$ cat src/rtl/id_ex_reg_pkg.sv
// id_ex_reg_pkg: shared MIPS pipeline widths, ALU op codes and control-field types
package id_ex_reg_pkg;
  localparam int DEF_NBITS = 32;
  localparam int DEF_RBITS = 5;
  localparam int SHBITS = 5;
  localparam int DEF_ALUOPBITS = 4;
  localparam int DEF_CNTBITS = 16;
  typedef enum logic [3:0] {
    ALU_ADD = 4'h0,
    ALU_SUB = 4'h1,
    ALU_AND = 4'h2,
    ALU_OR  = 4'h3,
    ALU_XOR = 4'h4,
    ALU_NOR = 4'h5,
    ALU_SLT = 4'h6,
    ALU_SLL = 4'h7,
    ALU_SRL = 4'h8,
    ALU_SRA = 4'h9,
    ALU_LUI = 4'hA
  } alu_op_e;
  typedef struct packed {
    logic branch;
    logic mem_read;
    logic mem_write;
    logic mem_to_reg;
    logic reg_write;
  } side_effect_ctrl_t;
  localparam int GATEDBITS = $bits(side_effect_ctrl_t);
endpackage

$ cat src/rtl/id_ex_reg_pipe_field_reg.sv
// pipe_field_reg: W-bit pipeline field register with async reset, sync clear and enable
module pipe_field_reg #(
  parameter int W = 1,
  parameter logic [W-1:0] RSTVAL = '0
) (
  input  logic         clk,
  input  logic         rst,
  input  logic         clr,
  input  logic         en,
  input  logic [W-1:0] d,
  output logic [W-1:0] q
);
  // clear beats enable so a bubble wins over a hold; d is ignored unless loading
  always_ff @(posedge clk or posedge rst)
    if (rst) q <= RSTVAL;
    else if (clr) q <= RSTVAL;
    else if (en) q <= d;
endmodule

$ cat src/rtl/id_ex_reg.sv
// id_ex_reg: ID/EX pipeline register with stall, flush, valid and bubble counting
module id_ex_reg
  import id_ex_reg_pkg::*;
#(
  parameter int NBITS = DEF_NBITS,
  parameter int RBITS = DEF_RBITS,
  parameter int ALUOPBITS = DEF_ALUOPBITS,
  parameter int CNTBITS = DEF_CNTBITS
) (
  input  logic                 i_clk,
  input  logic                 i_rst,
  input  logic                 i_stall,
  input  logic                 i_flush,
  input  logic                 i_valid,
  input  logic [NBITS-1:0]     i_pc4,
  input  logic [NBITS-1:0]     i_rs_data,
  input  logic [NBITS-1:0]     i_rt_data,
  input  logic [NBITS-1:0]     i_ext_imm,
  input  logic [RBITS-1:0]     i_rs_addr,
  input  logic [RBITS-1:0]     i_rt_addr,
  input  logic [RBITS-1:0]     i_rd_addr,
  input  logic [SHBITS-1:0]    i_shamt,
  input  logic [ALUOPBITS-1:0] i_alu_op,
  input  logic                 i_alu_src,
  input  logic                 i_reg_dst,
  input  logic                 i_branch,
  input  logic                 i_mem_read,
  input  logic                 i_mem_write,
  input  logic                 i_mem_to_reg,
  input  logic                 i_reg_write,
  output logic [NBITS-1:0]     o_pc4,
  output logic [NBITS-1:0]     o_rs_data,
  output logic [NBITS-1:0]     o_rt_data,
  output logic [NBITS-1:0]     o_ext_imm,
  output logic [RBITS-1:0]     o_rs_addr,
  output logic [RBITS-1:0]     o_rt_addr,
  output logic [RBITS-1:0]     o_rd_addr,
  output logic [SHBITS-1:0]    o_shamt,
  output logic [ALUOPBITS-1:0] o_alu_op,
  output logic                 o_alu_src,
  output logic                 o_reg_dst,
  output logic                 o_branch,
  output logic                 o_mem_read,
  output logic                 o_mem_write,
  output logic                 o_mem_to_reg,
  output logic                 o_reg_write,
  output logic                 o_valid,
  output logic [CNTBITS-1:0]   o_bubble_cnt
);
  logic load;
  logic bubble;
  side_effect_ctrl_t gated;
  assign load = !i_stall;
  assign bubble = i_flush || (load && !i_valid);
  assign gated = i_valid ? {i_branch, i_mem_read, i_mem_write, i_mem_to_reg, i_reg_write} : '0;
  pipe_field_reg #(.W(4*NBITS)) u_data (
    .clk(i_clk),
    .rst(i_rst),
    .clr(i_flush),
    .en (load),
    .d  ({i_pc4, i_rs_data, i_rt_data, i_ext_imm}),
    .q  ({o_pc4, o_rs_data, o_rt_data, o_ext_imm})
  );
  pipe_field_reg #(.W(3*RBITS+SHBITS)) u_addr (
    .clk(i_clk),
    .rst(i_rst),
    .clr(i_flush),
    .en (load),
    .d  ({i_rs_addr, i_rt_addr, i_rd_addr, i_shamt}),
    .q  ({o_rs_addr, o_rt_addr, o_rd_addr, o_shamt})
  );
  pipe_field_reg #(.W(ALUOPBITS+2+GATEDBITS)) u_ctrl (
    .clk(i_clk),
    .rst(i_rst),
    .clr(i_flush),
    .en (load),
    .d  ({i_alu_op, i_alu_src, i_reg_dst, gated}),
    .q  ({o_alu_op, o_alu_src, o_reg_dst, o_branch, o_mem_read, o_mem_write, o_mem_to_reg, o_reg_write})
  );
  // valid follows the loaded instruction; bubble counter saturates at all-ones
  always_ff @(posedge i_clk or posedge i_rst)
    if (i_rst) begin
      o_valid <= 1'b0;
      o_bubble_cnt <= '0;
    end else begin
      o_valid <= i_flush ? 1'b0 : load ? i_valid : o_valid;
      if (bubble && !(&o_bubble_cnt)) o_bubble_cnt <= o_bubble_cnt + 1'b1;
    end
endmodule

$ cat config.mk
export PLATFORM = sky130hd
export DESIGN_NAME = id_ex_reg
export DESIGN_NICKNAME = d
export VERILOG_FILES = /design/src/rtl/id_ex_reg_pkg.sv /design/src/rtl/id_ex_reg_pipe_field_reg.sv /design/src/rtl/id_ex_reg.sv
export SDC_FILE = /design/constraint.sdc
export NUM_CORES = 1
export LEC_CHECK = 0
export BUFFER_PORTS_ARGS = -buffer_cell sky130_fd_sc_hd__buf_2
export CORE_MARGIN = 3
export CORE_UTILIZATION = 47
export CTS_CLUSTER_DIAMETER = 40
export CTS_CLUSTER_SIZE = 28
export DETAILED_ROUTE_END_ITERATION = 8
export GPL_TIMING_DRIVEN = 1
export PLACE_DENSITY_LB_ADDON = 0.05
export SLEW_MARGIN = 10
export SYNTH_ARGS = -nofsm -noshare
export SYNTH_HDL_FRONTEND = slang
export SYNTH_HIERARCHICAL = 1
export SYNTH_SLANG_ARGS = --single-unit
$ cat constraint.sdc
create_clock -name i_clk -period 4.4 [get_ports i_clk]
set_input_delay 0.22 -clock i_clk [delete_from_list [all_inputs] [get_ports i_clk]]
set_output_delay 0.22 -clock i_clk [all_outputs]
set_load 0.05 [all_outputs]
**Word level (Yosys, flattened, before mapping)**

Index checks and enable logic that the tools add are counted.

- $add $sub $neg: 1
- Multipliers: 0
- Div/mod/pow operators: 0
- Magnitude comparators: 0
- Equal/unequal tests: 1
- Shifts and indexed selects: 0
- Multiplexer cells: 9
- Bitwise gates (word level): 0
- Reductions and logical operators: 7

Operator list:

| cell | number |
|---|---|
| 128-bit two-way mux | 2 |
| 20-bit two-way mux | 2 |
| 11-bit two-way mux | 2 |
| 16-bit by 1-bit adder with 16-bit output (second input constant) | 1 |
| 16-bit AND reduction | 1 |
| 5-bit two-way mux | 1 |
| 1-bit zero test | 3 |
| 1-bit logical AND | 2 |
| 1-bit two-way mux | 2 |
| 2-bit by 1-bit inequality test with 1-bit output (second input constant) | 1 |
| 1-bit logical OR | 1 |

- Flip-flop bits (word level): 176
- Latch bits: 0
- Bits in writable memories: 0
- Memory bits (read-only): 0
- Input bits: 164
- Output and inout bits: 176
- Logic and storage cells: 23
- Memories kept: 0

**Logic depth before layout (Yosys ltp)**

- Word-level depth: 4
- Gate-level depth with buffers: 5
- Mapped depth without buffers: 5

**Modules after synthesis**

The synthesis kept the hierarchy.

By module, submodules not included:

| module | times used | cells an instance | area an instance (um^2) |
|---|---|---|---|
| pipe_field_reg at u_data | 1 | 413 | 5296.3 |
| id_ex_reg | 1 | 80 | 890.9 |
| pipe_field_reg at u_addr | 1 | 65 | 809.5 |
| pipe_field_reg at u_ctrl | 1 | 36 | 445.4 |

**Least setup slack after synthesis**

Ideal clock, no wire load.

- Path kind: register to register
- From: register o_bubble_cnt[7]
- To: register o_bubble_cnt[1]
- Setup time: 0.125 ns
- Arrival: 1.736 ns
- Required time: 4.275 ns
- Path slack: 2.539 ns
- Cell stages (with the launch flop): 5
- Cells stage by stage: dfrtp_1 -> and4_4 -> nand3_4 -> o31a_1 -> mux2_4

- Word-level cells in the longest chain between the ends: 3

RTL lines:

| item | line | source |
|---|---|---|
| start: declaration | id_ex_reg.sv:48 | `output logic [CNTBITS-1:0] o_bubble_cnt` |
| start signal: assignment | id_ex_reg.sv:87 | `if (bubble && !(&o_bubble_cnt)) o_bubble_cnt <= o_bubble_cnt + 1'b1;` |
| 16-bit AND reduction | id_ex_reg.sv:87 |  |
| 1-bit zero test | id_ex_reg.sv:87 |  |
| 1-bit logical AND | id_ex_reg.sv:87 |  |

No other way between the ends.
A chain may end at the register's enable or synchronous reset.

**Worst setup path after layout**

- From: register o_bubble_cnt[4]
- To: register o_bubble_cnt[1]

The elaborated chain is that of the path after synthesis.

==> qor.csv <==
stage,metric,value,unit
critical_path,Worst R2R Path Depth,4,
floorplan,core area,15400,um^2
synth,"Avg Cell Area, Syn",12.5,um^2
critical_path,"Critical Path, Cell by Cell",and3_1 -> nand3_4 -> o31a_1 -> mux2_4,
detailed_routing,Routed Antenna Nets,0,
run_status,outcome,"complete, no violations",
critical_path,"slowest stage cell, crit path",dfrtp_1,
synth,Yosys top cell by area,dfrtp_1,
sta,Final Setup Violations,0,
critical_path,R2R Path End,o_bubble_cnt[1],
pwr,P_leak,0.00560,uW
critical_path,required time worst endpoint,4.70,ns
critical_path,R2R setup slack,2.70,ns
cts,Root Driver,clkbuf_16,
global_routing,vias in the first global route,5756,
sta,Slew @ Worst Pin,1.07,ns
cells_and_area,most frequent cells in the layout,"buf_2 (338), dfrtp_1 (176), mux2i_1 (160), nor2_1 (160), clkbuf_16 (17)",
floorplan,row count,45,
synth,Syn. warnings,6,
global_routing,global-route wire length before repair,31100,um
worst_hold_path,Worst Hold Class,input pin to flip-flop,
synth,Post-Syn Area,7440,um^2
detailed_routing,drt first pass iters,4,
cells_and_area,register area,4400,um^2
sta,Tcrit/Tclk final,0.386,
synth,Synth cell types,34,
global_routing,met2 Use GR,0.382,
critical_path,Worst path max stage delay,0.44,ns
detailed_routing,DRC,0,
critical_path,CP Capture Type,flip-flop,
place,HPWL after DPL,14300,um
cells_and_area,Nets,1087,
detailed_routing,via density per instance,4.91,
critical_path,WS Path Type,flip-flop to flip-flop,
global_routing,GR Util met1,0.270,
cts,clock buffer depth,2,
cells_and_area,area of the multi-input gates,2630,um^2
global_routing,met3 usage,0.0668,
detailed_routing,vias post-DR,5627,
sta,relative slew slack,0.287,
cts,post-cts gate resize count,0,
cts,CTS buffer count,17,
cts,Hold Buf Count CTS,1,
global_routing,busiest grt layer,met2,
flow_run,Max Cap Violations,0,
detailed_routing,initial DRC count,302,
pwr,Power Total,4450,uW
cts,H-tree levels,4,
floorplan,DIE WIDTH,132,um
global_routing,initial antenna violation count,2,
synth,Yosys reg bits,176,
pwr,peak supply drop,0.279,mV
detailed_routing,routed wire length,19500,um
cells_and_area,share of cells above drive strength 1,0.409,
sta,fin. max-slew vios,0,
cells_and_area,area grow syn2layout,31.0,%
cells_and_area,"commonest non-fill, non-tap cell in the layout",buf_2,
sta,RSZ-0062 raised after global routing,no,
sta,Achievable Freq,0.589,GHz
critical_path,Crit Reg-Reg Startpoint,o_bubble_cnt[4],
cts,clock sinks,176,
synth,post-synthesis sequential area ratio,0.592,
pwr,pwr dens,457,nW/um^2
worst_hold_path,Hold Path End,u_ctrl/q[10],
sta,Final Critical Period,1.70,ns
worst_hold_path,Hold Path Depth,3,
cts,Clock transition at path regs,0.07,ns
sta,Fin Clk Skew,0.00846,ns
global_routing,largest net degree at the start of global routing,117,
synth,Syn Nets,759,
global_routing,total gr overflow,0,
synth,Syn Inst Count,594,
cts,TritonCTS clock tree,yes,
floorplan,Die ar.,17400,um^2
global_routing,Total GRT Usage,0.223,
critical_path,critical path launch point type,flip-flop,
cts,"Clk Latency, worst-skew pair",0.42,ns
floorplan,Initial Utilization,0.484,
sta,final hold violations,0,
place,Port Buffer Count,339,
cts,# Post-CTS Setup Buffers,0,
synth,Area contributors post-synth,"dfrtp_1 (59%), mux2i_1 (22%), nor2_1 (8.1%)",
critical_path,worst-path fanout max,7,
detailed_routing,wire per inst,17.0,um
critical_path,Critical Path AT,2.00,ns
synth,top cell type's share of synthesized area,0.592,
place,Placer Congestion,0.821,
floorplan,boundary pin count,340,
worst_hold_path,Hold Path Origin,i_alu_op[3],
floorplan,die height,132,um
cells_and_area,Fillers,1284,
sta,Fin Setup TNS,0,ns
-- through the flow --
| stage | area [um^2] | utilization | hold WS [ns] | instances | worst slack [ns] |
|---|---|---|---|---|---|
| finish | 9750 | 0.634 | 0.0445 | 1147 | 2.70 |
| global route | 9750 | 0.634 | 0.0408 | 1147 | 2.64 |
| CTS | 9740 | 0.634 | 0.0260 | 1146 | 2.71 |
| detailed placement | 9070 | 0.590 | 0.331 | 1113 | 2.35 |
| global placement | 9070 | 0.590 | 0.317 | 1113 | 2.43 |
| floorplan | 7440 | - | 0.0724 | 594 | 0.767 |
-- worst max-delay path, delay by kind of cell (launching register included) --
family	cells	cell delay, ns
DFF	1	0.44
AOI/OAI and AO/OA	1	0.31
and+or+nand+nor	2	0.53
muxes	1	0.31
-- per-layer routing --
| metal | routed length (um) | vias up |
|---|---|---|
| met5 | 12 | - |
| met4 | 414 | 2 |
| met3 | 1390 | 28 |
| met2 | 9860 | 237 |
| met1 | 7850 | 2708 |
| li1 | - | 2652 |
-- final cells by class --
type	instances	share of cell area
multi-input cells	377	0.270
clock buffers	19	0.0465
clock inverters	13	0.0213
diodes	1	0.000257
well taps	211	0.0271
inverters	6	0.00334
flip-flops and latches	176	0.452
repair buffers	344	0.180
-- sequential cells by signal (all words and copies together) (netlist names) --
signal,count
u_data/q,128
u_addr/q,20
o_bubble_cnt,16
u_ctrl/q,11
o_valid,1
-- cells by family after synthesis --
| kind of cell | after synthesis | share of synthesized area |
|---|---|---|
| flip-flops | 176 | 0.592 |
| adder cells (fa/ha/maj) | 1 | 0.00168 |
| buffers and inverters | 41 | 0.0546 |
| multiplexers | 162 | 0.219 |
| AND/OR/NAND/NOR | 191 | 0.108 |
| AO/OA/AOI/OAI | 13 | 0.0129 |
| XOR/XNOR | 10 | 0.0118 |
-- worst max-delay path by stage --
stage / start / endpoint / slack [ns] / cells after the start
after floorplan: i_rst / u_data/q[0] / 0.77 / 1
after detailed placement: i_stall / u_data/q[68] / 2.35 / 5
final: o_bubble_cnt[4] / o_bubble_cnt[1] / 2.70 / 4
after CTS: o_bubble_cnt[4] / o_bubble_cnt[1] / 2.71 / 4
after global placement: i_stall / u_data/q[127] / 2.43 / 5
after global routing: i_rst / u_data/q[18] / 2.64 / 4
-- power by group --
| group | internal (uW) | switching (uW) |
|---|---|---|
| logic | 271 | 696 |
| registers | 1740 | 91.9 |
| clock network | 1040 | 618 |
-- synth_stat cells, drive strengths merged --
cell type	instances
o21a	2
xnor2	6
o2111ai	2
buf	21
and3	3
nand3	5
nor4b	2
mux2	2
mux2i	160
a31oi	3
and4	3
nand4	5
clkbuf	14
o31a	1
inv	6
nand2	3
nor3	1
o21bai	1
and2	6
a21oi	1
ha	1
nor4	1
o21ai	1
dfrtp	176
nand2b	1
nor2b	1
nor2	160
o211ai	2
xor2	4
No activity file was read; power rests on OpenSTA's default activity.
